**src/rtl/if_id_stage_if.sv**
```systemverilog
// IF/ID boundary bundle: fetch-side inputs, ID-side outputs and fetch hold/bubble controls.
// Counter signals exist only when IF_ID_PERF_EN is defined.
interface if_id_stage_if;
    logic [31:0] PC_if;
    logic [31:0] Instruction_if;
    logic        IF_flush;
    logic        MemRead_ex;
    logic [4:0]  RegWriteAddr_ex;
    logic [31:0] PC_id;
    logic [31:0] Instruction_id;
    logic        Valid_id;
    logic        IFWrite;
    logic        ID_bubble;
`ifdef IF_ID_PERF_EN
    logic [31:0] StallCount;
    logic [31:0] FlushCount;
`endif

    // Pipeline environment side: drives fetch/EX info, observes ID slot and controls
    modport master (
        output PC_if, Instruction_if, IF_flush, MemRead_ex, RegWriteAddr_ex,
        input  PC_id, Instruction_id, Valid_id, IFWrite, ID_bubble
`ifdef IF_ID_PERF_EN
        , input StallCount, FlushCount
`endif
    );

    // IF/ID stage side
    modport slave (
        input  PC_if, Instruction_if, IF_flush, MemRead_ex, RegWriteAddr_ex,
        output PC_id, Instruction_id, Valid_id, IFWrite, ID_bubble
`ifdef IF_ID_PERF_EN
        , output StallCount, FlushCount
`endif
    );
endinterface

```
**src/rtl/if_id_stage.sv**
```systemverilog
// IF/ID pipeline register with flush-to-NOP, load-use hazard detection and multi-cycle stall FSM.
// Optional IF_ID_PERF_EN adds free-running StallCount/FlushCount outputs.
module if_id_stage #(
    parameter int unsigned STALL_CYCLES = 1
) (
    input logic            clk,
    input logic            reset,
    if_id_stage_if.slave   bus
);

    typedef enum logic {RUN, STALL} state_t;

    localparam logic [2:0] CNT_LOAD = 3'(STALL_CYCLES - 1);

    state_t      state, state_nxt;
    logic [2:0]  cnt, cnt_nxt;
    logic [31:0] pc_q, instr_q;
    logic        valid_q;
    logic [4:0]  rs, rt;
    logic        hazard;
    logic        stall;

    assign rs = instr_q[25:21];
    assign rt = instr_q[20:16];

    assign hazard = valid_q & bus.MemRead_ex & (bus.RegWriteAddr_ex != 5'd0) &
                    ((bus.RegWriteAddr_ex == rs) | (bus.RegWriteAddr_ex == rt));

    always_ff @(posedge clk or negedge reset) begin
        if (!reset) begin
            state <= RUN;
            cnt   <= '0;
        end else begin
            state <= state_nxt;
            cnt   <= cnt_nxt;
        end
    end

    // With a single stall cycle the RUN-state hazard itself is the whole stall
    always_comb begin
        state_nxt = state;
        cnt_nxt   = cnt;
        case (state)
            RUN: begin
                if (hazard && (STALL_CYCLES > 1)) begin
                    state_nxt = STALL;
                    cnt_nxt   = CNT_LOAD;
                end
            end
            STALL: begin
                cnt_nxt = cnt - 3'd1;
                if (cnt == 3'd1)
                    state_nxt = RUN;
            end
            default: begin
                state_nxt = RUN;
                cnt_nxt   = '0;
            end
        endcase
    end

    always_comb begin
        stall = ((state == RUN) && hazard) || (state == STALL);
        bus.IFWrite   = ~stall;
        bus.ID_bubble = stall;
    end

    always_ff @(posedge clk or negedge reset) begin
        if (!reset) begin
            pc_q    <= '0;
            instr_q <= '0;
            valid_q <= 1'b0;
        end else if (stall) begin
            pc_q    <= pc_q;
            instr_q <= instr_q;
            valid_q <= valid_q;
        end else if (bus.IF_flush) begin
            pc_q    <= bus.PC_if;
            instr_q <= '0;
            valid_q <= 1'b0;
        end else begin
            pc_q    <= bus.PC_if;
            instr_q <= bus.Instruction_if;
            valid_q <= 1'b1;
        end
    end

    assign bus.PC_id          = pc_q;
    assign bus.Instruction_id = instr_q;
    assign bus.Valid_id       = valid_q;

`ifdef IF_ID_PERF_EN
    logic [31:0] stall_count, flush_count;

    always_ff @(posedge clk or negedge reset) begin
        if (!reset) begin
            stall_count <= '0;
            flush_count <= '0;
        end else begin
            if (stall)
                stall_count <= stall_count + 32'd1;
            if (bus.IF_flush && !stall)
                flush_count <= flush_count + 32'd1;
        end
    end

    assign bus.StallCount = stall_count;
    assign bus.FlushCount = flush_count;
`endif

endmodule

```
**src/flat_wrapper.sv**
```systemverilog
// flat-port wrapper written by rule: the top's interface ports become plain ports
module if_id_stage_flat 
#(
    parameter int unsigned STALL_CYCLES = 1
)
  (clk, reset, bus_PC_if, bus_Instruction_if, bus_IF_flush, bus_MemRead_ex, bus_RegWriteAddr_ex, bus_PC_id, bus_Instruction_id, bus_Valid_id, bus_IFWrite, bus_ID_bubble);
  if_id_stage_if bus_i ();
  input logic clk;
  input logic reset;
  input wire logic [$bits(bus_i.PC_if)-1:0] bus_PC_if;
  input wire logic [$bits(bus_i.Instruction_if)-1:0] bus_Instruction_if;
  input wire logic [$bits(bus_i.IF_flush)-1:0] bus_IF_flush;
  input wire logic [$bits(bus_i.MemRead_ex)-1:0] bus_MemRead_ex;
  input wire logic [$bits(bus_i.RegWriteAddr_ex)-1:0] bus_RegWriteAddr_ex;
  output wire logic [$bits(bus_i.PC_id)-1:0] bus_PC_id;
  output wire logic [$bits(bus_i.Instruction_id)-1:0] bus_Instruction_id;
  output wire logic [$bits(bus_i.Valid_id)-1:0] bus_Valid_id;
  output wire logic [$bits(bus_i.IFWrite)-1:0] bus_IFWrite;
  output wire logic [$bits(bus_i.ID_bubble)-1:0] bus_ID_bubble;
  assign bus_i.PC_if = bus_PC_if;
  assign bus_i.Instruction_if = bus_Instruction_if;
  assign bus_i.IF_flush = bus_IF_flush;
  assign bus_i.MemRead_ex = bus_MemRead_ex;
  assign bus_i.RegWriteAddr_ex = bus_RegWriteAddr_ex;
  assign bus_PC_id = bus_i.PC_id;
  assign bus_Instruction_id = bus_i.Instruction_id;
  assign bus_Valid_id = bus_i.Valid_id;
  assign bus_IFWrite = bus_i.IFWrite;
  assign bus_ID_bubble = bus_i.ID_bubble;
  if_id_stage #(.STALL_CYCLES(STALL_CYCLES)) u_core (.clk(clk), .reset(reset), .bus(bus_i));
endmodule
```
**config.mk**
```make
export PLATFORM = sky130hd
export DESIGN_NAME = if_id_stage_flat
export DESIGN_NICKNAME = d
export VERILOG_FILES = /design/src/rtl/if_id_stage_if.sv /design/src/rtl/if_id_stage.sv /design/src/flat_wrapper.sv
export SDC_FILE = /design/constraint.sdc
export NUM_CORES = 1
export LEC_CHECK = 0
export ABC_AREA = 1
export CAP_MARGIN = 20
export CORE_MARGIN = 4
export CORE_UTILIZATION = 44
export CTS_BUF_LIST = sky130_fd_sc_hd__clkbuf_4
export CTS_CLUSTER_DIAMETER = 40
export DETAILED_ROUTE_END_ITERATION = 8
export PLACE_DENSITY_LB_ADDON = 0.12
export SYNTH_ARGS = -nofsm -noshare
export SYNTH_HDL_FRONTEND = slang
export SYNTH_SLANG_ARGS = --single-unit
```
**constraint.sdc**
```tcl
create_clock -name clk -period 1.7 [get_ports clk]
set_input_delay 0.17 -clock clk [delete_from_list [all_inputs] [get_ports clk]]
set_output_delay 0.17 -clock clk [all_outputs]
set_load 0.02 [all_outputs]
```
## Word-level counts from Yosys, hierarchy flattened

Index checks and enable logic that the tools add are counted.

| storage, ports and cells | value |
|---|---|
| flip-flop bits (word level) | 69 |
| bits of input ports | 73 |
| word-level logic and storage cells | 22 |

| cells by class | value |
|---|---|
| add/sub/neg operators | 1 |
| equal/unequal tests | 3 |
| muxes and demuxes | 4 |
| bitwise gates (word level) | 6 |
| reductions and logical operators | 3 |

Operator list:

| cell | count |
|---|---|
| $mux 32 | 1 |
| $eq 5x5->1 | 2 |
| $reduce_bool 5->1 | 1 |
| $and 1x1->1 | 3 |
| $eq 3x1->1 const B | 1 |
| $mux 1 | 3 |
| $sub 3x1->3 const B | 1 |
| $not 1->1 | 2 |
| $logic_and 1x1->1 | 1 |
| $logic_or 1x1->1 | 1 |
| $or 1x1->1 | 1 |

## Depth between registers and ports, before layout

Gate-level depths: netlist of the first run.

| depth | value |
|---|---|
| word-level depth | 6 |
| gate-level depth with buffers | 12 |
| depth with buffers taken out | 10 |

## Worst setup path after synthesis of the first run

Ideal clock, no wire load.

| timing | value |
|---|---|
| kind | register -> output |
| start point | register u_core.instr_q[25] (netlist: u_core.bus.Instruction_id[25]) |
| end point | output port bus_IFWrite |
| arrival time | 1.367 ns |
| data required time | 1.530 ns |
| path slack | 0.163 ns |
| stages on the path, launching flop included | 11 |
| cell sequence | dfrtp_1 > inv_1 > nand2_1 > nand2_1 > nor2_1 > nand3_1 > nand2_1 > nand2_2 > nand2_2 > buf_2 > inv_1 |

| between the ends | value |
|---|---|
| longest elaborated chain between the ends | 6 |

Ends and longest elaborated chain:

| element | line | text |
|---|---|---|
| from (decl) | if_id_stage.sv:17 | `logic [31:0] pc_q, instr_q;` |
| from (signal assigned) | if_id_stage.sv:75 | `instr_q <= instr_q;` |
| from (signal assigned) | if_id_stage.sv:83 | `instr_q <= bus.Instruction_if;` |
| $eq 5x5->1 | if_id_stage.sv:27 | `((bus.RegWriteAddr_ex == rs) \| (bus.RegWriteAddr_ex == rt));` |
| $or 1x1->1 | if_id_stage.sv:27 |  |
| $and 1x1->1 | if_id_stage.sv:26 | `assign hazard = valid_q & bus.MemRead_ex & (bus.RegWriteAddr_ex != 5'd0) &` |
| $logic_and 1x1->1 | if_id_stage.sv:63 | `stall = ((state == RUN) && hazard) \|\| (state == STALL);` |
| $logic_or 1x1->1 | if_id_stage.sv:63 |  |
| via bus_ID_bubble | flat_wrapper.sv:19 | `output wire logic [$bits(bus_i.ID_bubble)-1:0] bus_ID_bubble;` |
| $not 1->1 | if_id_stage.sv:64 | `bus.IFWrite = ~stall;` |
| to (decl) | flat_wrapper.sv:18 | `output wire logic [$bits(bus_i.IFWrite)-1:0] bus_IFWrite;` |

The timed path passes the listed nets, and every way through them passes these cells.

## Worst setup path after layout of the first run

| timing | value |
|---|---|
| start point | register u_core.instr_q[22] (netlist: u_core.bus.Instruction_id[22]) |
| end point | output port bus_IFWrite |

| between the ends | value |
|---|---|
| longest elaborated chain between the ends | 6 |

Ends and longest elaborated chain:

| element | line |
|---|---|
| $eq 5x5->1 | if_id_stage.sv:27 |
| $or 1x1->1 | if_id_stage.sv:27 |
| $and 1x1->1 | if_id_stage.sv:26 |
| $logic_and 1x1->1 | if_id_stage.sv:63 |
| $logic_or 1x1->1 | if_id_stage.sv:63 |
| $not 1->1 | if_id_stage.sv:64 |

Every way passes these cells.

==> flow_summary_export.csv, run 1 <==
group,metric,value,unit
sta,slew_headroom,52.2,%
global_route,grt_max_degree,69,
setup_path,r2r-start,"u_core.bus.Instruction_id[22]$_DFFE_PN0N_",
place,dp.final_hpwl,6040,um
die,rows,30,
setup_path,worst_path_most_repeated_cell,"nand2_1",
yosys,ys_ff_latch,69,
yosys,synthTopCellsByArea,"dfrtp_1 (53%), nand2_1 (18%), nand3_1 (11%), inv_1 (5.8%), nor2_1 (4.4%)",
die,die_h,93.7,um
sta,setup_violations,1,
die,io_pins,140,
die,core-area,6980,um2
sta,layout_setup_ws,-8.96,ps
route,wire_per_inst,13.6,um
final_layout,nets,643,
place,portBuffers,139,
setup_path,cp.required,1530,ps
global_route,overflow,0,
clocking,cts_tree,"done",
sta,worst_clock_skew,18.0,ps
final_layout,antenna_cells,0,
route,drt_iter0_markers,138,
yosys,ys_types,19,
final_layout,drive_above_1_share,8.20,%
route,dr.pass1.iters,6,
global_route,antenna_found_initial,0,
setup_path,slowest_delay,430,ps
setup_path,crit_chain,"nand2_1 > nand2_1 > nor2_1 > nand3_1 > nand2_1 > nand2_2 > nand2_4 > inv_2 > buf_6",
setup_path,crit_start,"u_core.bus.Instruction_id[22]$_DFFE_PN0N_",
sta,rsz0062_at_grt,"yes",
clocking,numCtsBuffers,9,
yosys,syn_nets,495,
die,start_util,46.3,%
clocking,clkSinkCount,69,
power_and_ir_drop,p_clk_share,25.6,%
yosys,avgSynthCellArea,7.70,um2
yosys,syn_area,3230,um2
run,maxCapViolations,0,
sta,finalCriticalPeriod,1710,ps
outcome,status,"finished, violations left",
yosys,netlist_instances,420,
clocking,cts_root_buffer,"clkbuf_4",
route,routed_wl,9120,um
sta,tns,-8.96,ps
final_layout,utilization,71.0,%
route,antenna_left,0,
die,die_area,8780,um2
setup_path,worstPathArrival,1540,ps
yosys,ys.flop_type,"dfrtp_1",
clocking,clk_pin_slew,110,ps
clocking,insertion_delay,400,ps
setup_path,setup.worst_path.start_class,"flip-flop",
power_and_ir_drop,peakVddDrop,0.373,mV
power_and_ir_drop,switching_power,0.000999,W
power_and_ir_drop,p_comb_share,22.7,%
yosys,synth_edf_count,0,
yosys,yosysTopAreaCell,"dfrtp_1",
clocking,clock_path_buffers,2,
global_route,grt_pass1_wl,14100,um
global_route,globalRouteTotalUtil,20.3,%
power_and_ir_drop,p_leak,2.64,nW
final_layout,layout.cells.most_common,"nand2_1",
sta,finalCritPeriodShare,101,%
route,num_vias,3125,
power_and_ir_drop,internal_power,0.00247,W
power_and_ir_drop,seqPwrFrac,51.7,%
route,vias_per_cell,4.67,
power_and_ir_drop,switching_share,28.8,%
setup_path,path_max_fanout,4,
yosys,async_flop_share,100,%
yosys,ys_warn_count,0,
power_and_ir_drop,power_density,700,nW/um2
worst_hold_path,hold_path_class,"in -> async",
clocking,ctsHtreeMaxLevel,3,
final_layout,syn_to_final_growth,53.3,%
global_route,grt_pass1_vias,2902,
outcome,failed_checks,"negative setup slack",
yosys,yosysSeqAreaShare,53.4,%
die,fp.dieW,93.7,um
setup_path,cp_slowest_cell,"dfrtp_1",
setup_path,crit_path_end_kind,"output pin",
sta,slew_viol_final,0,
place,gp_congestion,0.811,
final_layout,final_cell_mix,"nand2_1 (155), clkdlybuf4s50_1 (127), nand3_1 (69), dfrtp_1 (69), inv_1 (49)",
sta,clock.fmax,585,MHz
sta,hold_viol,0,
yosys,synth_top_area_share,53.4,%
route,drc,0,
sta,tightest_slew,717,ps
final_layout,n_fill_cell,587,
setup_path,critical_path_class,"reg -> out",
registers in the layout, indices dropped and copies added, names as in the netlist:
| register | count |
|---|---|
| u_core.state | 1 |
| u_core.cnt | 3 |
| u_core.bus.PC_id | 32 |
| u_core.bus.Instruction_id | 32 |
| u_core.bus.Valid_id | 1 |
power groups by stage:
stage,clock network (W),logic [W],registers (W)
floorplan,0,0.000188,0.00195
global placement,0,0.000780,0.00182
detailed placement,0,0.000788,0.00183
CTS,0.000920,0.000790,0.00180
global route,0.00101,0.000853,0.00181
finish,0.000889,0.000786,0.00180
synthesized netlist by cell type, types with 3 or more instances:
cell type and count:
buf_1 4, buf_6 5, nand2_1 155, inv_1 50, clkbuf_1 7, nor2_1 38, buf_4 3, buf_2 6
nand3_1 69, dfrtp_1 69
final timing paths:
path                       cells after the start  slack (ps)                                       end
setup / recovery                               9          -9                               bus_IFWrite
hold / removal                                 2         220                    u_core.state$_DFF_PN0_
setup reg to reg                              10          70           u_core.bus.PC_id[2]$_DFFE_PN0N_
hold reg to reg                                2         480  u_core.bus.Instruction_id[1]$_DFFE_PN0N_
max in group asynchronous                      3         940           u_core.bus.PC_id[0]$_DFFE_PN0N_
min in group clk                               3         310           u_core.bus.PC_id[7]$_DFFE_PN0N_
layout make-up:
cell class	count	area [um2]	area share (%)
sequential	69	1730	34.8
timing repair buffer	162	1640	33.0
multi-input combinational	273	1160	23.4
inverter	53	199	4.01
tap	96	120	2.42
clock buffer	10	75.1	1.51
clock inverter	6	38.8	0.782
per-layer routing:
layer  share of wire (%)  GRT usage, %  vias to the layer above
met2                  49          32.9                       97
met5                   0             0                        -
met1                  42          26.4                     1447
met3                 7.5          5.53                       12
li1                    -             -                     1569
met4                 1.3          6.38                        0
timing repair:
item,4_1_cts,5_1_grt
hold buffers,1,0
pin swaps,5,7
gates resized for setup,19,10
setup buffers,2,0
gates cloned,0,1
setup endpoints to repair,72,71
hold endpoints to repair,52,0
kinds of logic after synthesis:
family,synth area share [%]
buf+inv,10.8
flops,53.4
fa+ha+maj,0.774
compound gates,0.309
simple gates,33.6
xor+xnor,1.08
worst max-delay path, delay by kind of cell, from the launching register on:
family                 cells  cell delay (ps)
AND/OR/NAND/NOR            7              560
flip-flops                 1              430
buffers and inverters      2              160
stage by stage:
stage	hold slack (ps)	instance area, um2	total power, W	setup slack [ps]	cells
2_1_floorplan	-126	3230	0.00213	163	420
3_3_place_gp	99.0	4760	0.00260	-380	649
3_5_place_dp	103	4760	0.00261	-454	649
4_1_cts	216	4900	0.00351	-47.5	668
5_1_grt	213	4960	0.00367	-158	669
6_report	220	4960	0.00347	-8.96	669
Note: power is estimated with default switching activity, not from simulation.
==> inputs of run 2 (changes only) <==
- SKIP_CTS_REPAIR_TIMING: unset -> 1
==> run 2 against run 1 <==
Effect of this change: the flow still finishes with violations (negative setup slack); via count fell by 0.26%; worst hold slack got worse by 3.5 ps; wire length is 3.3% lower; total power fell by 0.11%; setup slack lost 34 ps; first-iteration DRC count rose by 13%; critical path depth increased by 1; global-route usage shrank 0.12 points; combinational power about the same; core utilization shrank 0.39 points; critical endpoint unchanged; largest cell class unchanged; highest routed layer unchanged.
==> flow_summary_export.csv, run 2 (synthesis results as in run 1) <==
group,metric,value,unit
clocking,numCtsBuffers,9,
setup_path,critical_path_class,"reg -> out",
clocking,cts_root_buffer,"clkbuf_4",
die,die_area,8780,um2
route,drt_iter0_markers,156,
sta,finalCriticalPeriod,1740,ps
place,dp.final_hpwl,6040,um
route,num_vias,3117,
power_and_ir_drop,p_comb_share,22.6,%
clocking,clock_path_buffers,2,
clocking,clkSinkCount,69,
final_layout,drive_above_1_share,7.88,%
route,drc,0,
sta,rsz0062_at_grt,"yes",
route,routed_wl,8810,um
setup_path,r2r_slack,40,ps
die,io_pins,140,
power_and_ir_drop,power_density,703,nW/um2
outcome,failed_checks,"negative setup slack",
setup_path,setup.worst_path.start_class,"flip-flop",
die,die_h,93.7,um
sta,hold_viol,0,
clocking,insertion_delay,400,ps
global_route,overflow,0,
clocking,clk_pin_slew,100,ps
global_route,grt_pass1_vias,2878,
global_route,grt_pass1_wl,14000,um
final_layout,regArea,1730,um2
clocking,ctsHtreeMaxLevel,3,
sta,slew_headroom,52.7,%
power_and_ir_drop,seqPwrFrac,51.8,%
power_and_ir_drop,p_clk_share,25.7,%
route,wire_per_inst,13.2,um
power_and_ir_drop,finalPower,0.00347,W
clocking,cts_tree,"done",
final_layout,final_cell_mix,"nand2_1 (155), clkdlybuf4s50_1 (127), nand3_1 (69), dfrtp_1 (69), inv_1 (49)",
place,place_ws,-454,ps
die,fp.dieW,93.7,um
global_route,antenna_found_initial,0,
sta,slew_viol_final,0,
power_and_ir_drop,switching_power,0.000996,W
sta,clock.fmax,574,MHz
final_layout,layout.cells.most_common,"nand2_1",
die,rows,30,
final_layout,utilization,70.6,%
power_and_ir_drop,peakVddDrop,0.372,mV
final_layout,n_fill_cell,591,
route,antenna_left,0,
sta,setup_violations,2,
outcome,status,"finished, violations left",
sta,tightest_slew,710,ps
power_and_ir_drop,switching_share,28.7,%
run,maxCapViolations,0,
final_layout,nets,641,
sta,layout_setup_ws,-43.0,ps
final_layout,antenna_cells,0,
place,gp_congestion,0.811,
die,start_util,46.3,%
die,core-area,6980,um2
setup_path,path_max_fanout,5,
place,post-place-cells,649,
final_layout,multi_input_area,1160,um2
worst_hold_path,hold_path_class,"in -> async",
power_and_ir_drop,p_leak,2.66,nW
route,dr.pass1.iters,7,
sta,finalCritPeriodShare,103,%
setup_path,crit_start,"u_core.bus.Instruction_id[20]$_DFFE_PN0N_",
route,vias_per_cell,4.67,
place,portBuffers,139,
power_and_ir_drop,internal_power,0.00247,W
setup_path,crit_path_end_kind,"output pin",
global_route,grt_max_degree,69,
final_layout,final_cells,667,
global_route,globalRouteTotalUtil,20.2,%
setup_path,cp.required,1530,ps
sta,worst_clock_skew,14.5,ps
final_layout,syn_to_final_growth,52.5,%
setup_path,worstPathArrival,1570,ps
setup_path,r2r-start,"u_core.bus.Instruction_id[20]$_DFFE_PN0N_",
-- run 2: power by group through the flow --
| stage | Combinational (W) | Sequential [W] | Clock, W |
|---|---|---|---|
| 6_report | 0.000783 | 0.00180 | 0.000889 |
| 4_1_cts | 0.000791 | 0.00180 | 0.000920 |
| 3_5_place_dp | 0.000788 | 0.00183 | 0 |
| 2_1_floorplan | 0.000188 | 0.00195 | 0 |
| 5_1_grt | 0.000849 | 0.00181 | 0.00100 |
| 3_3_place_gp | 0.000780 | 0.00182 | 0 |
-- run 2: worst max-delay path: stages (launching register included) --
cell	delay, ps
dfrtp_1	380
inv_1	50
nand2_1	60
nand2_1	60
nor2_1	100
nand3_1	80
nand2_1	80
nand2_2	90
nand2_4	110
inv_2	40
buf_6	120
-- run 2: final timing paths --
path                       cells past startpoint                                         to
setup / recovery                              10                                bus_IFWrite
hold / removal                                 2  u_core.bus.Instruction_id[17]$_DFFE_PN0N_
setup reg to reg                              11            u_core.bus.PC_id[2]$_DFFE_PN0N_
hold reg to reg                                2   u_core.bus.Instruction_id[1]$_DFFE_PN0N_
max in group asynchronous                      3  u_core.bus.Instruction_id[25]$_DFFE_PN0N_
min in group clk                               3            u_core.bus.PC_id[7]$_DFFE_PN0N_
-- run 2: final cells by class --
| type | instances | share of cell area (%) |
|---|---|---|
| clock buffers | 10 | 1.52 |
| clock inverters | 6 | 0.787 |
| inverters | 53 | 4.04 |
| multi-input cells | 273 | 23.6 |
| flip-flops and latches | 69 | 35.0 |
| well taps | 96 | 2.44 |
| repair buffers | 160 | 32.6 |
-- run 2: per-layer routing --
layer | part of all wire [%] | GRT usage (%) | wire [um]
met1 | 43 | 26.2 | 3790
met2 | 49 | 32.8 | 4290
met3 | 7.5 | 5.53 | 659
met4 | 0.86 | 6.50 | 76
met5 | 0 | 0 | 0
-- run 2: per-stage QoR --
stage	TNS (ps)	hold WS (ps)	instance area [um2]
2_1_floorplan	0	-126	3230
3_3_place_gp	-23450	99.0	4760
3_5_place_dp	-26100	103	4760
4_1_cts	-5350	-332	4870
5_1_grt	-5900	213	4930
6_report	-77.5	217	4930
